[src/rtl/dcache_evict_ctrl_pkg.sv]
// rtl/dcache_evict_ctrl_pkg.sv - shared dcache geometry and evict/refill FSM state encoding
package dcache_evict_ctrl_pkg;

    localparam int DC_TAG_W = 44;
    localparam int DC_IDX_W = 6;
    localparam int DC_WAYS  = 8;
    localparam int DC_WAY_W = 3;

    typedef enum logic [3:0] {
        ST_IDLE    = 4'd0,
        ST_LOOKUP  = 4'd1,
        ST_SELECT  = 4'd2,
        ST_WB_REQ  = 4'd3,
        ST_WB_WAIT = 4'd4,
        ST_RF_REQ  = 4'd5,
        ST_RF_WAIT = 4'd6,
        ST_UPDATE  = 4'd7,
        ST_DONE    = 4'd8
    } evict_state_t;

endpackage

[src/rtl/dcache_evict_ctrl.sv]
// rtl/dcache_evict_ctrl.sv - single-miss dcache evict/writeback/refill sequencer
module dcache_evict_ctrl
    import dcache_evict_ctrl_pkg::*;
#(
    parameter int TAG_W = DC_TAG_W,
    parameter int IDX_W = DC_IDX_W
) (
    input  logic                        clock,
    input  logic                        reset,

    input  logic                        miss_valid,
    output logic                        miss_ready,
    input  logic [IDX_W-1:0]            miss_index,
    input  logic [TAG_W-1:0]            miss_tag,
    input  logic [DC_WAYS*TAG_W-1:0]    miss_tag_all,

    output logic                        done_valid,
    output logic [DC_WAY_W-1:0]         done_way,

    output logic                        ctrl2replace_valid,
    output logic [IDX_W-1:0]            ctrl2replace_index,
    output logic [DC_WAYS*TAG_W-1:0]    ctrl2replace_tag_all,
    output logic                        ctrl2replace_ready,
    input  logic [DC_WAY_W-1:0]         replace2ctrl_way,
    input  logic                        replace2ctrl_dirty,
    input  logic [TAG_W-1:0]            replace2ctrl_tag,

    output logic                        wb_valid,
    input  logic                        wb_ready,
    output logic [TAG_W+IDX_W-1:0]      wb_addr,
    input  logic                        wb_done,

    output logic                        rf_valid,
    input  logic                        rf_ready,
    output logic [TAG_W+IDX_W-1:0]      rf_addr,
    input  logic                        rf_done,

    output logic                        tag_we,
    output logic [IDX_W-1:0]            tag_wr_index,
    output logic [DC_WAY_W-1:0]         tag_wr_way,
    output logic [TAG_W-1:0]            tag_wr_tag,
    output logic                        dirty_clr
);

    evict_state_t          state;
    logic [IDX_W-1:0]      idx_q;
    logic [TAG_W-1:0]      tag_q;
    logic [DC_WAY_W-1:0]   victim_way;

    // Every output is registered: it is set on the edge that enters the state it belongs to.
    always_ff @(posedge clock) begin
        if (reset) begin
            state                <= ST_IDLE;
            idx_q                <= '0;
            tag_q                <= '0;
            victim_way           <= '0;
            miss_ready           <= 1'b1;
            done_valid           <= 1'b0;
            done_way             <= '0;
            ctrl2replace_valid   <= 1'b0;
            ctrl2replace_index   <= '0;
            ctrl2replace_tag_all <= '0;
            ctrl2replace_ready   <= 1'b0;
            wb_valid             <= 1'b0;
            wb_addr              <= '0;
            rf_valid             <= 1'b0;
            rf_addr              <= '0;
            tag_we               <= 1'b0;
            tag_wr_index         <= '0;
            tag_wr_way           <= '0;
            tag_wr_tag           <= '0;
            dirty_clr            <= 1'b0;
        end else begin
            ctrl2replace_valid <= 1'b0;
            ctrl2replace_ready <= 1'b0;
            tag_we             <= 1'b0;
            dirty_clr          <= 1'b0;
            done_valid         <= 1'b0;

            case (state)
                ST_IDLE: begin
                    if (miss_valid && miss_ready) begin
                        idx_q                <= miss_index;
                        tag_q                <= miss_tag;
                        ctrl2replace_index   <= miss_index;
                        ctrl2replace_tag_all <= miss_tag_all;
                        ctrl2replace_valid   <= 1'b1;
                        miss_ready           <= 1'b0;
                        state                <= ST_LOOKUP;
                    end else begin
                        miss_ready <= 1'b1;
                    end
                end
                ST_LOOKUP: begin
                    ctrl2replace_ready <= 1'b1;
                    state              <= ST_SELECT;
                end
                ST_SELECT: begin
                    victim_way <= replace2ctrl_way;
                    if (replace2ctrl_dirty) begin
                        wb_addr  <= {replace2ctrl_tag, idx_q};
                        wb_valid <= 1'b1;
                        state    <= ST_WB_REQ;
                    end else begin
                        rf_addr  <= {tag_q, idx_q};
                        rf_valid <= 1'b1;
                        state    <= ST_RF_REQ;
                    end
                end
                ST_WB_REQ: begin
                    if (wb_ready) begin
                        wb_valid <= 1'b0;
                        state    <= ST_WB_WAIT;
                    end
                end
                ST_WB_WAIT: begin
                    if (wb_done) begin
                        rf_addr  <= {tag_q, idx_q};
                        rf_valid <= 1'b1;
                        state    <= ST_RF_REQ;
                    end
                end
                ST_RF_REQ: begin
                    if (rf_ready) begin
                        rf_valid <= 1'b0;
                        state    <= ST_RF_WAIT;
                    end
                end
                ST_RF_WAIT: begin
                    if (rf_done) begin
                        tag_we       <= 1'b1;
                        dirty_clr    <= 1'b1;
                        tag_wr_index <= idx_q;
                        tag_wr_way   <= victim_way;
                        tag_wr_tag   <= tag_q;
                        state        <= ST_UPDATE;
                    end
                end
                ST_UPDATE: begin
                    done_valid <= 1'b1;
                    done_way   <= victim_way;
                    state      <= ST_DONE;
                end
                ST_DONE: begin
                    // Re-open the miss port only once the completion pulse has been seen.
                    miss_ready <= 1'b1;
                    state      <= ST_IDLE;
                end
                default: begin
                    miss_ready <= 1'b1;
                    state      <= ST_IDLE;
                end
            endcase
        end
    end

endmodule

[config.mk]
export PLATFORM = sky130hd
export DESIGN_NAME = dcache_evict_ctrl
export DESIGN_NICKNAME = d
export VERILOG_FILES = /design/src/rtl/dcache_evict_ctrl_pkg.sv /design/src/rtl/dcache_evict_ctrl.sv
export SDC_FILE = /design/constraint.sdc
export NUM_CORES = 1
export LEC_CHECK = 0
export ABC_AREA = 1
export ABC_CLOCK_PERIOD_IN_PS = 2100
export CORE_AREA = 2 2 379 381
export DETAILED_ROUTE_END_ITERATION = 10
export DIE_AREA = 0 0 381 383
export HOLD_SLACK_MARGIN = 0.03
export SETUP_SLACK_MARGIN = 0.3
export SYNTH_ARGS = -nofsm -noshare
export SYNTH_HDL_FRONTEND = slang
export SYNTH_SLANG_ARGS = --single-unit
[constraint.sdc]
create_clock -name clock -period 2.1 [get_ports clock]
set_input_delay 0.42 -clock clock [delete_from_list [all_inputs] [get_ports clock]]
set_output_delay 0.42 -clock clock [all_outputs]
set_load 0.005 [all_outputs]
==> Word level (Yosys, flattened, before mapping) <==
Index checks and enable logic that the tools add are counted.
{ "word_totals": {"elab_cells": 72, "inputBits": 457, "regBits": 572, "output_inout_bits": 522} }
{ "classes": {"eq_ne": 14, "n_bitwise": 2, "reduce_logical": 15, "mux": 23} }
{ "op_table": {"columns": ["cell", "count"], "rows": [
  ["$mux 50", 2],
  ["$pmux 50 s2", 1],
  ["$pmux 4 s8", 1],
  ["$mux 4", 5],
  ["$eq 4x3->1 const B", 4],
  ["$ne 2x2->1 const B", 7],
  ["$mux 1", 10],
  ["$eq 4x2->1 const B", 2],
  ["$reduce_or 7->1", 1],
  ["$reduce_and 2->1", 3],
  ["$reduce_and 3->1", 2],
  ["$reduce_and 5->1", 1],
  ["$eq 4x1->1 const B", 1],
  ["$logic_not 4->1", 1],
  ["$pmux 1 s2", 2],
  ["$reduce_and 4->1", 1],
  ["$reduce_bool 2->1", 2],
  ["$reduce_or 2->1", 2],
  ["$mux 3", 1],
  ["$pmux 1 s3", 1],
  ["$reduce_bool 3->1", 1],
  ["$not 1->1", 2],
  ["$logic_and 1x1->1", 1]
]} }

==> Depth between registers and ports, before layout <==
Gate-level depths: netlist of the first run.
{ "depth": {"ltp_word": 3, "mapped_depth": 9, "depth_no_buf": 9} }

==> Least setup slack after synthesis of the first run <==
No wires, ideal clock.
{ "synth_timing": {"kind": "in2reg", "from": "input reset", "to": "register ctrl2replace_tag_all[214]", "path_slack_ps": 669, "setup_ps": 70, "arrival_time_ps": 1361, "n_path_buf": 3, "t_required_ps": 2030, "cell_stages": 6, "cell_sequence": "inv_1 > buf_2 > clkbuf_1 > clkbuf_1 > o21ai_0 > a21oi_1"} }
{ "synth_lines": {"columns": ["element", "line_no", "source"], "rows": [
  ["start, declared", "dcache_evict_ctrl.sv:9", "input logic reset,"],
  ["end signal, assigned", "dcache_evict_ctrl.sv:86", "ctrl2replace_tag_all <= miss_tag_all;"],
  ["end, declared", "dcache_evict_ctrl.sv:22", "output logic [DC_WAYS*TAG_W-1:0] ctrl2replace_tag_all,"]
]} }

==> Worst setup path after layout of the first run <==
{ "layout_timing": {"from": "register ctrl2replace_tag_all[55]", "to": "output ctrl2replace_tag_all[55]"} }
No word-level cell between the ends.

==> results of run 1 <==
-- through the flow --
step	utilization (%)	std cells	hold WS [ns]	TNS (ns)
after CTS	24.2	5368	0.0736	0
after detailed placement	22.8	5236	0.433	-0.178
after global placement	22.8	5236	0.430	-0.0180
after floorplan	-	2464	0.440	0
after global routing	24.4	5392	0.123	0
final	24.4	5417	0.153	0
-- routing by layer --
metal	global-route usage (%)	up-vias	routed length (um)
met2	24.9	994	55300
met5	0	-	97
met1	18.2	9716	47100
li1	-	9950	-
met4	5.56	16	4130
met3	5.80	253	11600
-- path summary, 6_finish.rpt --
kind,end,depth (start not counted),slack (ns),start
min reg2reg,tag_wr_tag[1]$_SDFFE_PP0P_,2,0.44,tag_wr_tag[1]$_SDFFE_PP0P_
max,ctrl2replace_tag_all[55],1,0.35,ctrl2replace_tag_all[55]$_SDFFE_PP0P_
max reg2reg,rf_addr[42]$_SDFFE_PP0P_,8,0.37,state[2]$_SDFFE_PP0P_
min,miss_ready$_SDFFE_PP1N_,3,0.15,reset
-- cell type report --
type	instances	area, sq um	share of cell area (%)
multi-input cells	1237	6180	17.8
diodes	37	92.6	0.267
well taps	1903	2380	6.85
repair buffers	1071	10400	29.9
inverters	466	1760	5.06
clock buffers	102	2050	5.89
clock inverters	29	403	1.16
flip-flops and latches	572	11500	33.1
-- placed cells by master (no fill, tap or decap), types with 7 or more instances in the layout --
cell / n
a21oi_1: 559
dfxtp_1: 532
inv_1: 464
o21ai_0: 459
clkdlybuf4s50_1: 454
dlygate4sd2_1: 386
clkbuf_16: 75
buf_4: 66
nand2_1: 65
nand3_1: 59
o21ai_1: 54
dlymetal6s2s_1: 45
clkdlybuf4s15_2: 41
diode_2: 37
dfxtp_2: 37
buf_2: 29
nor2_1: 24
buf_12: 24
clkbuf_1: 19
clkdlybuf4s15_1: 19
clkbuf_8: 9
clkinv_2: 8
bufinv_16: 7
-- power by group through the flow --
stage / registers, W / logic, W / clock network, W
4_1_cts: 0.0160 / 0.0134 / 0.0134
5_1_grt: 0.0164 / 0.0147 / 0.0137
6_report: 0.0160 / 0.0134 / 0.0130
3_3_place_gp: 0.0161 / 0.0149 / 0
3_5_place_dp: 0.0162 / 0.0150 / 0
2_1_floorplan: 0.0161 / 0.00514 / 0
-- kinds of logic after synthesis --
kind of cell | Yosys count | synth area share (%)
AO/OA/AOI/OAI | 1074 | 26.7
buffers and inverters | 656 | 12.9
flip-flops | 572 | 56.8
AND/OR/NAND/NOR | 162 | 3.66
-- what timing repair did --
item,in CTS,in global routing
cloned,0,2
resized for setup,722,69
pin swaps,0,4
setup buffers,1,10
endpoints found under the setup margin,549,316
-- cell usage after synthesis --
cell        n  area (sq um)
nor4_1      1          6.26
o21bai_1    1          7.51
nor2_1     24          90.1
inv_1     465          1750
nand3_1    61           305
clkbuf_1  112           420
o21ai_0   462          2310
nor3_1      1          5.00
inv_2       1          3.75
nand2_1    66           248
a31oi_1     1          6.26
nor2_4      3          33.8
dfxtp_1   572         11500
buf_6       6          67.6
nor2_2      1          6.26
buf_2      67           335
a21oi_1   559          2800
nand3_2     1          10.0
nand2_2     1          6.26
nand4_2     1          12.5
nand3b_1    2          15.0
buf_4       2          15.0
o21ai_1    51           255
buf_1       3          11.3
-- sequential cells by signal, indices dropped and copies added (netlist names) --
name                  cells
miss_ready                1
victim_way                3
done_valid                1
ctrl2replace_ready        1
wb_addr                  50
tag_wr_index              6
wb_valid                  1
tag_wr_tag               44
done_way                  3
ctrl2replace_valid        1
rf_valid                  1
ctrl2replace_tag_all    352
tag_wr_way                3
rf_addr                  50
tag_q                    44
idx_q                     6
state                     4
dirty_clr                 1
==> impl_metrics.json, run 1 <==
{
  "critPathKind": "register to output pin",
  "setup_ws_ns": 0.353,
  "p_per_area_nw_per_um2": 1220,
  "cp.required_ns": 1.68,
  "ys_ff_latch": 572,
  "grt_max_degree": 110,
  "first_pass_iters": 7,
  "seq_area_frac_synth_pct": 56.8,
  "critical-path-top-delay-family": "flip-flops",
  "cts_buffers": 72,
  "crit_path_end_kind": "output pin",
  "fmax_ghz": 0.572,
  "die_area_sq_um": 146000,
  "hp-class": "input port to register",
  "comb_power_share_pct": 31.6,
  "antenna_found_initial": 103,
  "postLayoutCellArea_sq_um": 34700,
  "nFillCells": 15600,
  "ios": 979,
  "swShare_pct": 33.8,
  "drive_gt1_share_pct": 9.55,
  "rsz0062_at_grt": "no",
  "ir_drop_v": 0.000685,
  "cp-start-kind": "register",
  "slowest_delay_ns": 0.33,
  "overflow": 0,
  "cp.arrival_ns": 1.33,
  "netlist_instances": 2464,
  "netlist_area_sq_um": 20200,
  "power.internal_w": 0.0281,
  "initial_utilization_pct": 14.2,
  "viasPerCell": 3.86,
  "clk_pin_slew_ns": 0.06,
  "io_buffers": 978,
  "clkPwrFrac_pct": 30.6,
  "p_leak_nw": 14.8,
  "path_cells": "clkdlybuf4s18_2",
  "drt_iter0_markers": 1344,
  "finalCriticalPeriod_ns": 1.75,
  "cp_slowest_cell": "dfxtp_1",
  "cap_violations": 0,
  "holdBufCountCts": 0,
  "slew_headroom_pct": 48.7,
  "chipHeight_um": 383,
  "p_sw_w": 0.0143,
  "cts_root_buf": "clkbuf_16",
  "grt_first_pass_wirelength_mm": 156,
  "syn_nets": 2921,
  "cts_buffer_depth": 3,
  "place_ws_ns": -0.0598,
  "outcome": "complete, no violations",
  "finalPower_w": 0.0424,
  "vias": 20900,
  "hold_viol": 0,
  "first_global_vias": 19400,
  "syn2layout_area_growth_pct": 72.3,
  "htreeDepth": 3,
  "synth_cell_types": 24,
  "drt_wl_total_mm": 118,
  "finalMaxSlewViolations": 0,
  "fp-row-count": 139,
  "clk_latency_ns": 0.67,
  "ys_warn_count": 0,
  "tritoncts": "yes",
  "final_nets": 3877,
  "seqPwrFrac_pct": 37.8,
  "grt_usage_pct": 15.2,
  "postRouteAntennaNets": 0,
  "place.gp.congestion": 0.874,
  "place_area_sq_um": 32400,
  "post_drt_wl_per_cell_um": 21.8,
  "fin_crit_sh_pct": 83.2,
  "drcViolationCount": 0,
  "worst-path-max-fanout": 2,
  "setup_viol": 0,
  "die_w_um": 381,
  "dp_hpwl_mm": 94.2,
  "cts_num_sinks": 572,
  "coreArea_sq_um": 142000,
  "path_buf_inv": 1,
  "post_synth.cell_area_avg_sq_um": 8.18,
  "tightest_slew_ns": 0.769,
  "skew_ns": 0.0350
}
Note: power is estimated with default switching activity, not from simulation.
==> inputs of run 2 (changes only) <==
ABC_CLOCK_PERIOD_IN_PS = 1550   (was 2100)
CORE_AREA = 2 2 378 380   (was 2 2 379 381)
DIE_AREA = 0 0 380 382   (was 0 0 381 383)
clock period = 1.55 ns   (was 2.1 ns; I/O delays follow)
==> impl_metrics.json, run 2 (synthesized netlist as in run 1, its figures left out) <==
{
  "first_global_vias": 20500,
  "p_per_area_nw_per_um2": 1680,
  "p_leak_nw": 14.9,
  "multi_input_area_sq_um": 6510,
  "syn2layout_area_growth_pct": 86.4,
  "coreArea_sq_um": 141000,
  "slew_headroom_pct": 73.3,
  "setup_ws_ns": -0.0682,
  "viasPerCell": 3.88,
  "initial_utilization_pct": 14.3,
  "vias": 21400,
  "cts_buffers": 72,
  "reg_top3": "ctrl2replace_tag_all (352), rf_addr (50), wb_addr (50)",
  "cts_buffer_depth": 3,
  "tns_ns": -0.769,
  "die_w_um": 380,
  "cap_violations": 0,
  "grt_first_pass_wirelength_mm": 156,
  "drive_gt1_share_pct": 41.0,
  "seqCellArea_sq_um": 12200,
  "rsz0062_at_grt": "yes",
  "min_from": "reset",
  "chipHeight_um": 382,
  "finalPower_w": 0.0633,
  "finalCriticalPeriod_ns": 1.62,
  "overflow": 0,
  "place.gp.congestion": 0.908,
  "hold_viol": 0,
  "antenna_found_initial": 66,
  "postRouteAntennaNets": 0,
  "post_drt_wl_per_cell_um": 21.1,
  "dp_hpwl_mm": 89.6,
  "cp.arrival_ns": 2.19,
  "fin_crit_sh_pct": 104,
  "tightest_slew_ns": 0.400,
  "whs_ns": 0.197,
  "tritoncts": "yes",
  "grt_usage_pct": 15.1,
  "die_area_sq_um": 145000,
  "outcome": "complete, but fails checks",
  "setup_viol": 54,
  "fp-row-count": 138,
  "regMostFlops": "ctrl2replace_tag_all",
  "layout_common_cells": "a21oi_1 (535), dfxtp_2 (502), inv_1 (462)",
  "worst-path-max-fanout": 8,
  "grt_max_degree": 65,
  "io_buffers": 978,
  "final_nets": 4001,
  "hp-class": "input port to register",
  "cp.required_ns": 2.12,
  "r2r-start": "state[3]$_SDFFE_PP0P_",
  "ir_drop_v": 0.000907,
  "final_common_cell": "a21oi_1",
  "violations": "negative setup slack",
  "clk_latency_ns": 0.66,
  "largest_reg_flops": 352,
  "cp-start-kind": "register",
  "drcViolationCount": 0,
  "worstSetupStartpoint": "state[3]$_SDFFE_PP0P_",
  "cts_num_sinks": 572,
  "fmax_ghz": 0.618,
  "ios": 979,
  "first_pass_iters": 5,
  "htreeDepth": 3,
  "skew_ns": 0.0214,
  "place_area_sq_um": 32900,
  "critPathKind": "register to register",
  "drt_wl_total_mm": 116,
  "nFillCells": 15200,
  "crit_path_end_kind": "register",
  "drt_iter0_markers": 1188,
  "finalMaxSlewViolations": 0,
  "cts_root_buf": "clkbuf_16",
  "postLayoutCellArea_sq_um": 37600,
  "finish.utilization_pct": 26.7,
  "clk_pin_slew_ns": 0.06
}
run 2: changes by cell type in the layout (fill, tap and decap cells not counted), sizes merged, moves of 2 or more:
cell and delta:
clkdlybuf4s15 -60, clkinv +12, buf +610, inv -2, bufbuf +4, clkbuf -3, clkdlybuf4s18 -2, diode -29
dlymetal6s2s -45, clkinvlp -3, dlygate4sd2 -386
run 2: timing repair:
action,4_1_cts,5_1_grt
hold buffers,1,0
pin swaps,24,5
endpoints found under the hold margin,4,0
resized for setup,3138,113
cloned,18,6
endpoints found under the setup margin,1088,1092
setup buffers,63,4
run 2: area by class of cell:
type | count | share of cell area (%)
multi-input combinational | 1236 | 17.3
clock inverter | 35 | 1.11
antenna | 8 | 0.0533
timing repair buffer | 1196 | 32.7
sequential | 572 | 32.3
clock buffer | 96 | 5.44
inverter | 466 | 4.69
tap | 1890 | 6.29
run 2: path summary, 6_finish.rpt:
check	slack (ns)	endpoint	cells after the start
worst max-delay path	-0.07	tag_wr_tag[10]$_SDFFE_PP0P_	8
worst max register to register	-0.07	tag_wr_tag[10]$_SDFFE_PP0P_	8
worst min-delay path	0.20	miss_ready$_SDFFE_PP1N_	4
worst min register to register	0.44	ctrl2replace_tag_all[315]$_SDFFE_PP0P_	2
run 2: worst max-delay path, stage by stage (launching register included):
cell and delay, ns:
dfxtp_4 0.35, buf_4 0.16, nor2_4 0.20, nand3_4 0.10
buf_12 0.16, buf_12 0.15, buf_12 0.12, buf_16 0.13
a21oi_2 0.14
run 2: power by group:
| part | switching [W] | internal (W) | leakage [nW] |
|---|---|---|---|
| Sequential | 0.00330 | 0.0201 | 4.91 |
| Clock | 0.00713 | 0.0104 | 1.22 |
| Combinational | 0.0106 | 0.0117 | 8.78 |
| Total | 0.0211 | 0.0422 | 14.9 |
run 2: metal layers:
layer	part of all wire, %	routed length (um)	track usage [%]
met1	39	45600	17.2
met3	8.9	10300	5.79
met5	0.36	415	0
met4	2.9	3410	4.78
met2	49	56400	25.9
run 2: per-stage QoR:
step	cells	worst slack, ns
after floorplan	2464	0.239
after global placement	5268	-0.372
after detailed placement	5268	-0.375
after CTS	5481	-0.0903
after global routing	5496	-0.114
final	5499	-0.0682
